$ cat src/rtl/sad_mv_select.sv
`default_nettype none
// ============================================================================
// Module   : sad_mv_select
// Purpose  : Running-minimum motion-vector selector for a full-search SAD
//            engine. Optional zero-vector bias via macro SAD_ZMV_BIAS_EN.
// Revision : 1.0 - initial release
// ============================================================================
module sad_mv_select #(
    parameter int SAD_W    = 32,
    parameter int RANGE    = 8,
    parameter int MV_W     = 5,
    parameter int ZMV_BIAS = 64,
    localparam int CNT_W   = $clog2((2 * RANGE + 1) * (2 * RANGE + 1))
) (
    input  logic                    clk,
    input  logic                    rst,
    input  logic                    start,
    input  logic                    sad_valid,
    input  logic [SAD_W-1:0]        sad_in,
    output logic                    sad_ready,
    output logic                    mv_valid,
    input  logic                    mv_ready,
    output logic signed [MV_W-1:0]  mv_x,
    output logic signed [MV_W-1:0]  mv_y,
    output logic [SAD_W-1:0]        min_sad,
    output logic [CNT_W-1:0]        cand_cnt,
    output logic                    busy
);

    localparam int                    c_DIM   = 2 * RANGE + 1;
    localparam int                    c_NCAND = c_DIM * c_DIM;
    localparam logic [CNT_W-1:0]      c_CNT_MAX  = CNT_W'(c_NCAND);
    localparam logic [CNT_W-1:0]      c_CNT_LAST = CNT_W'(c_NCAND - 1);
    localparam logic signed [MV_W-1:0] c_POS_R = MV_W'(RANGE);
    localparam logic signed [MV_W-1:0] c_NEG_R = MV_W'(-RANGE);
    localparam logic signed [MV_W-1:0] c_ONE   = MV_W'(1);

    if ((RANGE < 1) || (RANGE > (1 << (MV_W - 1)) - 1) || (ZMV_BIAS < 0)) begin : g_param_check
        $error("sad_mv_select: MV_W cannot hold +/-RANGE, or ZMV_BIAS is negative");
    end

    typedef enum logic [1:0] {
        S_IDLE = 2'd0,
        S_SCAN = 2'd1,
        S_DONE = 2'd2
    } state_t;

    state_t                  r_state;
    state_t                  w_next_state;
    logic                    w_restart;
    logic                    w_accept;

    logic [CNT_W-1:0]        r_cnt;
    logic signed [MV_W-1:0]  r_dx;
    logic signed [MV_W-1:0]  r_dy;
    logic [SAD_W-1:0]        r_min_cmp;
    logic [SAD_W-1:0]        r_min_raw;
    logic signed [MV_W-1:0]  r_best_x;
    logic signed [MV_W-1:0]  r_best_y;

    logic                    w_last;
    logic                    w_take;
    logic [SAD_W-1:0]        w_cmp;
    logic signed [MV_W-1:0]  w_win_x;
    logic signed [MV_W-1:0]  w_win_y;
    logic [SAD_W-1:0]        w_win_raw;

    assign sad_ready = (r_state == S_SCAN);
    assign mv_valid  = (r_state == S_DONE);
    assign busy      = (r_state != S_IDLE);
    assign cand_cnt  = r_cnt;
    assign w_last    = (r_cnt == c_CNT_LAST);

    // Only the zero vector gets the bias, clamped at 0; min_sad stays raw.
`ifdef SAD_ZMV_BIAS_EN
    always_comb begin
        w_cmp = sad_in;
        if ((r_dx == '0) && (r_dy == '0)) begin
            w_cmp = (sad_in > SAD_W'(ZMV_BIAS)) ? (sad_in - SAD_W'(ZMV_BIAS)) : '0;
        end
    end
`else
    assign w_cmp = sad_in;
`endif

    // First candidate always loads; afterwards strictly-less keeps the earliest tie.
    assign w_take    = (r_cnt == '0) || (w_cmp < r_min_cmp);
    assign w_win_x   = w_take ? r_dx   : r_best_x;
    assign w_win_y   = w_take ? r_dy   : r_best_y;
    assign w_win_raw = w_take ? sad_in : r_min_raw;

    always_ff @(posedge clk or negedge rst) begin
        if (!rst) begin
            r_state <= S_IDLE;
        end else begin
            r_state <= w_next_state;
        end
    end

    always_comb begin
        w_next_state = r_state;
        w_restart    = 1'b0;
        w_accept     = 1'b0;
        case (r_state)
            S_IDLE: begin
                if (start) begin
                    w_next_state = S_SCAN;
                    w_restart    = 1'b1;
                end
            end
            S_SCAN: begin
                if (start) begin
                    w_restart = 1'b1;
                end else if (sad_valid) begin
                    w_accept = 1'b1;
                    if (w_last) begin
                        w_next_state = S_DONE;
                    end
                end
            end
            S_DONE: begin
                if (mv_ready) begin
                    if (start) begin
                        w_next_state = S_SCAN;
                        w_restart    = 1'b1;
                    end else begin
                        w_next_state = S_IDLE;
                    end
                end
            end
            default: w_next_state = S_IDLE;
        endcase
    end

    always_ff @(posedge clk or negedge rst) begin
        if (!rst) begin
            r_cnt     <= '0;
            r_dx      <= '0;
            r_dy      <= '0;
            r_min_cmp <= '0;
            r_min_raw <= '0;
            r_best_x  <= '0;
            r_best_y  <= '0;
            mv_x      <= '0;
            mv_y      <= '0;
            min_sad   <= '0;
        end else if (w_restart) begin
            r_cnt     <= '0;
            r_dx      <= c_NEG_R;
            r_dy      <= c_NEG_R;
            r_min_cmp <= '0;
            r_min_raw <= '0;
            r_best_x  <= '0;
            r_best_y  <= '0;
        end else if (w_accept) begin
            if (w_take) begin
                r_min_cmp <= w_cmp;
                r_min_raw <= sad_in;
                r_best_x  <= r_dx;
                r_best_y  <= r_dy;
            end
            if (r_dx == c_POS_R) begin
                r_dx <= c_NEG_R;
                r_dy <= r_dy + c_ONE;
            end else begin
                r_dx <= r_dx + c_ONE;
            end
            if (r_cnt < c_CNT_MAX) begin
                r_cnt <= r_cnt + 1'b1;
            end
            if (w_last) begin
                mv_x    <= w_win_x;
                mv_y    <= w_win_y;
                min_sad <= w_win_raw;
            end
        end
    end

endmodule
`default_nettype wire

$ cat config.mk
export PLATFORM = sky130hd
export DESIGN_NAME = sad_mv_select
export DESIGN_NICKNAME = d
export VERILOG_FILES = /design/src/rtl/sad_mv_select.sv
export SDC_FILE = /design/constraint.sdc
export NUM_CORES = 1
export LEC_CHECK = 0
export ABC_AREA = 0
export CORE_ASPECT_RATIO = 0.8
export CORE_MARGIN = 5
export CORE_UTILIZATION = 46
export CTS_CLUSTER_DIAMETER = 100
export DETAILED_ROUTE_END_ITERATION = 16
export PLACE_DENSITY_LB_ADDON = 0.2
export SYNTH_ARGS = -nofsm -noshare
export SYNTH_HDL_FRONTEND = slang
export SYNTH_SLANG_ARGS = --single-unit
$ cat constraint.sdc
create_clock -name clk -period 2.2 [get_ports clk]
set_clock_uncertainty 0.05 [all_clocks]
set_input_delay 0.22 -clock clk [delete_from_list [all_inputs] [get_ports clk]]
set_output_delay 0.22 -clock clk [all_outputs]
set_load 0.01 [all_outputs]
# Yosys cells after proc, flatten, opt, wreduce, memory -nomap -nowiden
# Cells that the tools add are included.
[classes]
n_addsub = 3
n_lt_le_gt_ge = 2
eq_ne = 9
muxes = 34
n_bitwise = 1
reduce_logical = 14
[op_table]
columns = ["cell", "n"]
rows = [
  ["2-to-1 mux 32 bit", 6],
  ["2-to-1 mux 5 bit", 12],
  ["less-than comparator 32 bit", 1],
  ["2-to-1 mux 9 bit", 3],
  ["adder 5 x 2 -> 5 bit, second input constant", 2],
  ["2-to-1 mux 2 bit", 5],
  ["nonzero test 2 bit", 5],
  ["adder 9 x 1 -> 9 bit, second input constant", 1],
  ["== test 9 bit, second input constant", 1],
  ["logical NOT 9 bit", 1],
  ["less-than comparator 9 bit, second input constant", 1],
  ["2-to-1 mux 1 bit", 6],
  ["inequality test 2 bit, second input constant", 3],
  ["one-hot mux 2 bit (3 select lines)", 1],
  ["AND reduction 2 bit", 3],
  ["== test 5 bit, second input constant", 1],
  ["AND reduction 5 bit", 1],
  ["inequality test 2 x 1 -> 1 bit, second input constant", 2],
  ["AND reduction 3 bit", 1],
  ["== test 2 x 1 -> 1 bit, second input constant", 1],
  ["== test 2 bit, second input constant", 1],
  ["logical NOT 2 bit", 1],
  ["one-hot mux 1 bit (2 select lines)", 1],
  ["OR reduction 2 bit", 1],
  ["other kinds (2)", 2],
]
[totals]
regBits = 137
input_bits = 37
output_inout_bits = 54
word_cells = 74

# Logic depth before layout (Yosys ltp)
[depth]
depth_word = 5
mapped_depth = 11
depth_no_buf = 9

# Least setup slack after synthesis
# OpenSTA, ideal clock, no wires.
[synth_path]
kind = "register -> register"
start = "register r_min_cmp[7]"
end = "register r_min_cmp[3]"
setup_ns = 0.121
arrival_ns = 2.173
required_ns = 2.029
slack_ns = -0.144
stages_incl_launch_ff = 11
path_buffers = 2
period_less_slack_ns = 2.344
path_cell_list = "dfrtp_1 > inv_1 > ha_1 > nand2_1 > nor3_1 > a21oi_1 > o41ai_1 > a211oi_2 > buf_4 > buf_4 > a22o_1"
[synth_between]
elab_chain_cells = 4
[synth_lines]
columns = ["element", "line_no", "rtl"]
rows = [
  ["start: declaration", "56", "logic [SAD_W-1:0] r_min_cmp;"],
  ["start signal: assignment", "157", "r_min_cmp <= w_cmp;"],
  ["less-than comparator 32 bit", "87", "assign w_take = (r_cnt == '0) || (w_cmp < r_min_cmp);"],
  ["logical OR 1 bit", "87", ""],
  ["nonzero test 2 bit (no line)", "--", ""],
  ["AND reduction 2 bit (no line)", "--", ""],
]
# Every way passes these cells.
# A chain may end at the register's enable or synchronous reset.

# Worst setup path in the final report
[layout_path]
start = "register r_min_cmp[29]"
end = "register min_sad[4]"
[layout_between]
elab_chain_cells = 3
[layout_lines]
columns = ["element", "line_no", "rtl"]
rows = [
  ["less-than comparator 32 bit", "87", ""],
  ["logical OR 1 bit", "87", ""],
  ["2-to-1 mux 32 bit", "--", ""],
  ["end signal: assignment", "174", "min_sad <= w_win_raw;"],
  ["end: declaration", "25", "output logic [SAD_W-1:0] min_sad,"],
]
# Every way passes these cells.

==> metrics.md <==
| Metric | Value |
|---|---|
| Crit path DAT | `2.72 ns` |
| Largest net degree at the start of global routing | `57` |
| Final Instance Area | `9390 um2` |
| Pre-CTS setup slack | `-0.792 ns` |
| Clock slew at the register clock pins of the worst setup and hold paths | `0.06 ns` |
| Fraction of layout instances using a drive strength above 1 | `0.229` |
| H-tree levels | `4` |
| Max incr delay on CP | `0.53 ns` |
| GRT Overall Usage | `0.205` |
| Drt drc | `0` |
| Crit path setup slack, layout | `-0.279 ns` |
| Async set-or-reset flop fraction in the synthesized netlist | `1.00` |
| Setup repair after global routing missed its margin | `yes` |
| Main synth FF type | `dfrtp_1` |
| TritonCTS Buffers | `17` |
| Vias in the first global route | `5326` |
| Die Height | `116 um` |
| CP Capture Type | `flip-flop` |
| Routed wire length | `16800 um` |
| Path depth of the worst reg2reg path | `11` |
| Number of failing hold endpoints at the final stage | `0` |
| Most used cells in the layout excluding fill and tap cells | `dfrtp_1 (137), clkdlybuf4s50_1 (89), buf_4 (84)` |
| Launching instance or port of the critical path | `r_min_cmp[29]` |
| Avg Inst Size Synth | `10.7 um2` |
| IO Pins | `91` |
| Vias post-DR | `5209` |
| Antenna diode count | `0` |
| Final estimated routing congestion in global placement | `0.801` |
| Mapped Cells | `599` |
| Leakage power summed over all cells | `4.38 nW` |
| Setup crit end | `min_sad[4]` |
| Worst-path cell chain | `inv_2 -> ha_4 -> nand4_1 -> or4_4 -> nor2_4 -> a21oi_4 -> buf_4 -> buf_6 -> buf_16 -> mux2i_1 -> a21oi_1` |
| Run status | `finished, violations left` |
| Vias per cell | `5.35` |
| Cell type of the slowest stage on the worst timing path | `or4_4` |
| Max FO, Critical Path | `7` |
| Worst hold path class | `in2async` |
| Die Area | `16500 um2` |
| Endpoint of the worst-slack reg-to-reg timing path | `min_sad[4]` |
| Detailed-routing iteration count for the pre-antenna-repair pass | `4` |
| Kind of critical path | `reg2reg` |
| TritonCTS sink count | `137` |
| Power Dens Cells | `805 nW/um2` |
| Failing checks | `negative setup slack` |
| Register-to-register setup slack | `-0.28 ns` |
| Warnings from Yosys | `0` |
| Post-DRT Antenna Nets | `0` |
| Seq/Total Area, Yosys | `0.533` |
| Core Area | `13600 um2` |
| Commonest non-fill, non-tap cell in the layout | `dfrtp_1` |
| Number of input and output port buffers inserted | `90` |
| F_max | `403 MHz` |
| Post-Place Cell Area | `8120 um2` |
| Per-cell routed wire length | `17.2 um` |
| Std-Cell Rows | `38` |
| Unique masters post-synth | `44` |
| Max-slew violations | `0` |
| Post-synthesis instance area | `6430 um2` |
| Reg-to-reg critical path startpoint | `r_min_cmp[29]` |
| Number of enable-type register cells in the synthesized netlist | `0` |
| Buffer cell driving the clock tree root | `clkbuf_16` |
| Startpoint class of the critical path | `flip-flop` |
| Drt first-iter violations | `316` |
| Worst-case headroom to the max-slew limit | `0.674` |
| Required time reported for the critical path endpoint | `2.45 ns` |
| Wire length of the first global-routing pass | `26800 um` |
| Die Span X | `142 um` |
| Number of violations of the max-capacitance limit | `0` |
| Post-layout min period | `2.48 ns` |
| #FFs+latches synth | `137` |
| Placed wire-length estimate after detailed placement | `10200 um` |
| Starting density of the core | `0.471` |
| Slew at the pin closest to its max-slew limit | `0.488 ns` |
| Peak supply drop | `0.590 mV` |
| Worst-skew pair later-pin latency | `0.42 ns` |
| TritonCTS clock tree | `yes` |
| Total grt overflow | `0` |
| Total setup violations reported at the end of the flow | `116` |
| Synthesized Nets | `672` |
| Initial antenna violation count | `1` |
| Area overhead of the layout relative to synthesis | `46.0%` |
| Final nets | `854` |
| Buffer levels on the longest clock path | `2` |
| Period utilisation layout | `1.13` |
[worst min path at each step]
| stage | endpoint | slack, ns | depth (start not counted) |
|---|---|---|---|
| global placement | min_sad[25] | 0.15 | 1 |
| floorplan | cand_cnt[0] | -0.13 | 0 |
| CTS | r_min_cmp[24] | 0.27 | 2 |
| detailed placement | min_sad[27] | 0.16 | 1 |
| finish | r_min_cmp[24] | 0.27 | 2 |
| global route | r_min_cmp[24] | 0.32 | 2 |
[flip-flops by register name, indices dropped and copies added (netlist names)]
signal / flops
r_state: 2
min_sad: 32
mv_y: 5
r_min_raw: 32
cand_cnt: 9
r_best_y: 5
r_min_cmp: 32
mv_x: 5
r_dx: 5
r_dy: 5
r_best_x: 5
[synthesized netlist by cell type, drive strengths merged, types with 2 or more instances]
library cell  instances  area, um2
dfrtp               137       3430
a22o                 63        552
a21oi                59        299
nor2                 59        224
nand2                45        169
inv                  42        158
mux2i                42        420
ha                   36        450
o21ai                20        100
buf                  18        111
clkbuf               14       52.6
nand4                10       62.6
xor2                  9       78.8
nor3                  8       45.0
nand3                 5       25.0
o31ai                 4       30.0
a211oi                3       27.5
xnor2                 3       26.3
and2                  2       12.5
mux2                  2       22.5
nand2b                2       12.5
o22ai                 2       12.5
[critical path: cells and delay by family, from the launching register on]
| kind | cells | cell delay (ns) |
|---|---|---|
| flops | 1 | 0.38 |
| simple gates | 3 | 0.87 |
| fa+ha+maj | 1 | 0.27 |
| buf+inv | 4 | 0.45 |
| compound gates | 2 | 0.17 |
| mux | 1 | 0.16 |
[layer usage]
layer / vias to the layer above / global-route usage / share of wire
li1: 2496 / - / -
met1: 2597 / 0.284 / 0.47
met2: 104 / 0.316 / 0.47
met3: 10 / 0.0606 / 0.051
met4: 2 / 0.0614 / 0.0062
met5: - / 0 / 0.00077
[power breakdown]
group	switching (W)	internal (W)	leakage (nW)
clock network	0.00104	0.00199	0.305
registers	0.000125	0.00272	1.81
logic	0.000775	0.000920	2.27
[cells by family (layout without fill, tap and decap cells)]
kind of cell	after synthesis	after routing	synth area share
compound gates	158	158	0.168
mux	44	44	0.0689
buf+inv	74	269	0.0500
fa+ha+maj	36	36	0.0701
simple gates	138	138	0.0938
xor+xnor	12	12	0.0163
flops	137	137	0.533
[layout make-up]
type                            instances  area, um2
Fill cell                             998       4260
Sequential cell                       137       3430
Multi-Input combinational cell        388       3000
Timing Repair Buffer                  195       1960
Clock buffer                           25        485
Tap cell                              180        225
Inverter                               42        158
Clock inverter                          7        139
[stage by stage]
stage               total power (W)  setup TNS, ns  utilization  hold WS, ns  instances
finish                      0.00756         -24.44        0.688        0.266        974
global route                0.00789         -35.61        0.688        0.321        974
CTS                         0.00744         -21.28        0.666        0.274        962
detailed placement          0.00419         -85.54        0.595        0.159        916
global placement            0.00415         -83.26        0.595        0.154        916
floorplan                   0.00358         -0.962            -       -0.126        599
[repair_timing]
item	CTS	global route
buffers inserted	10	10
gates cloned	3	4
gates resized for setup	32	24
pin swaps	43	22
setup endpoints to repair	116	118
hold buffers	1	0
hold endpoints to repair	49	0
Power figures use the tool's default switching activity.
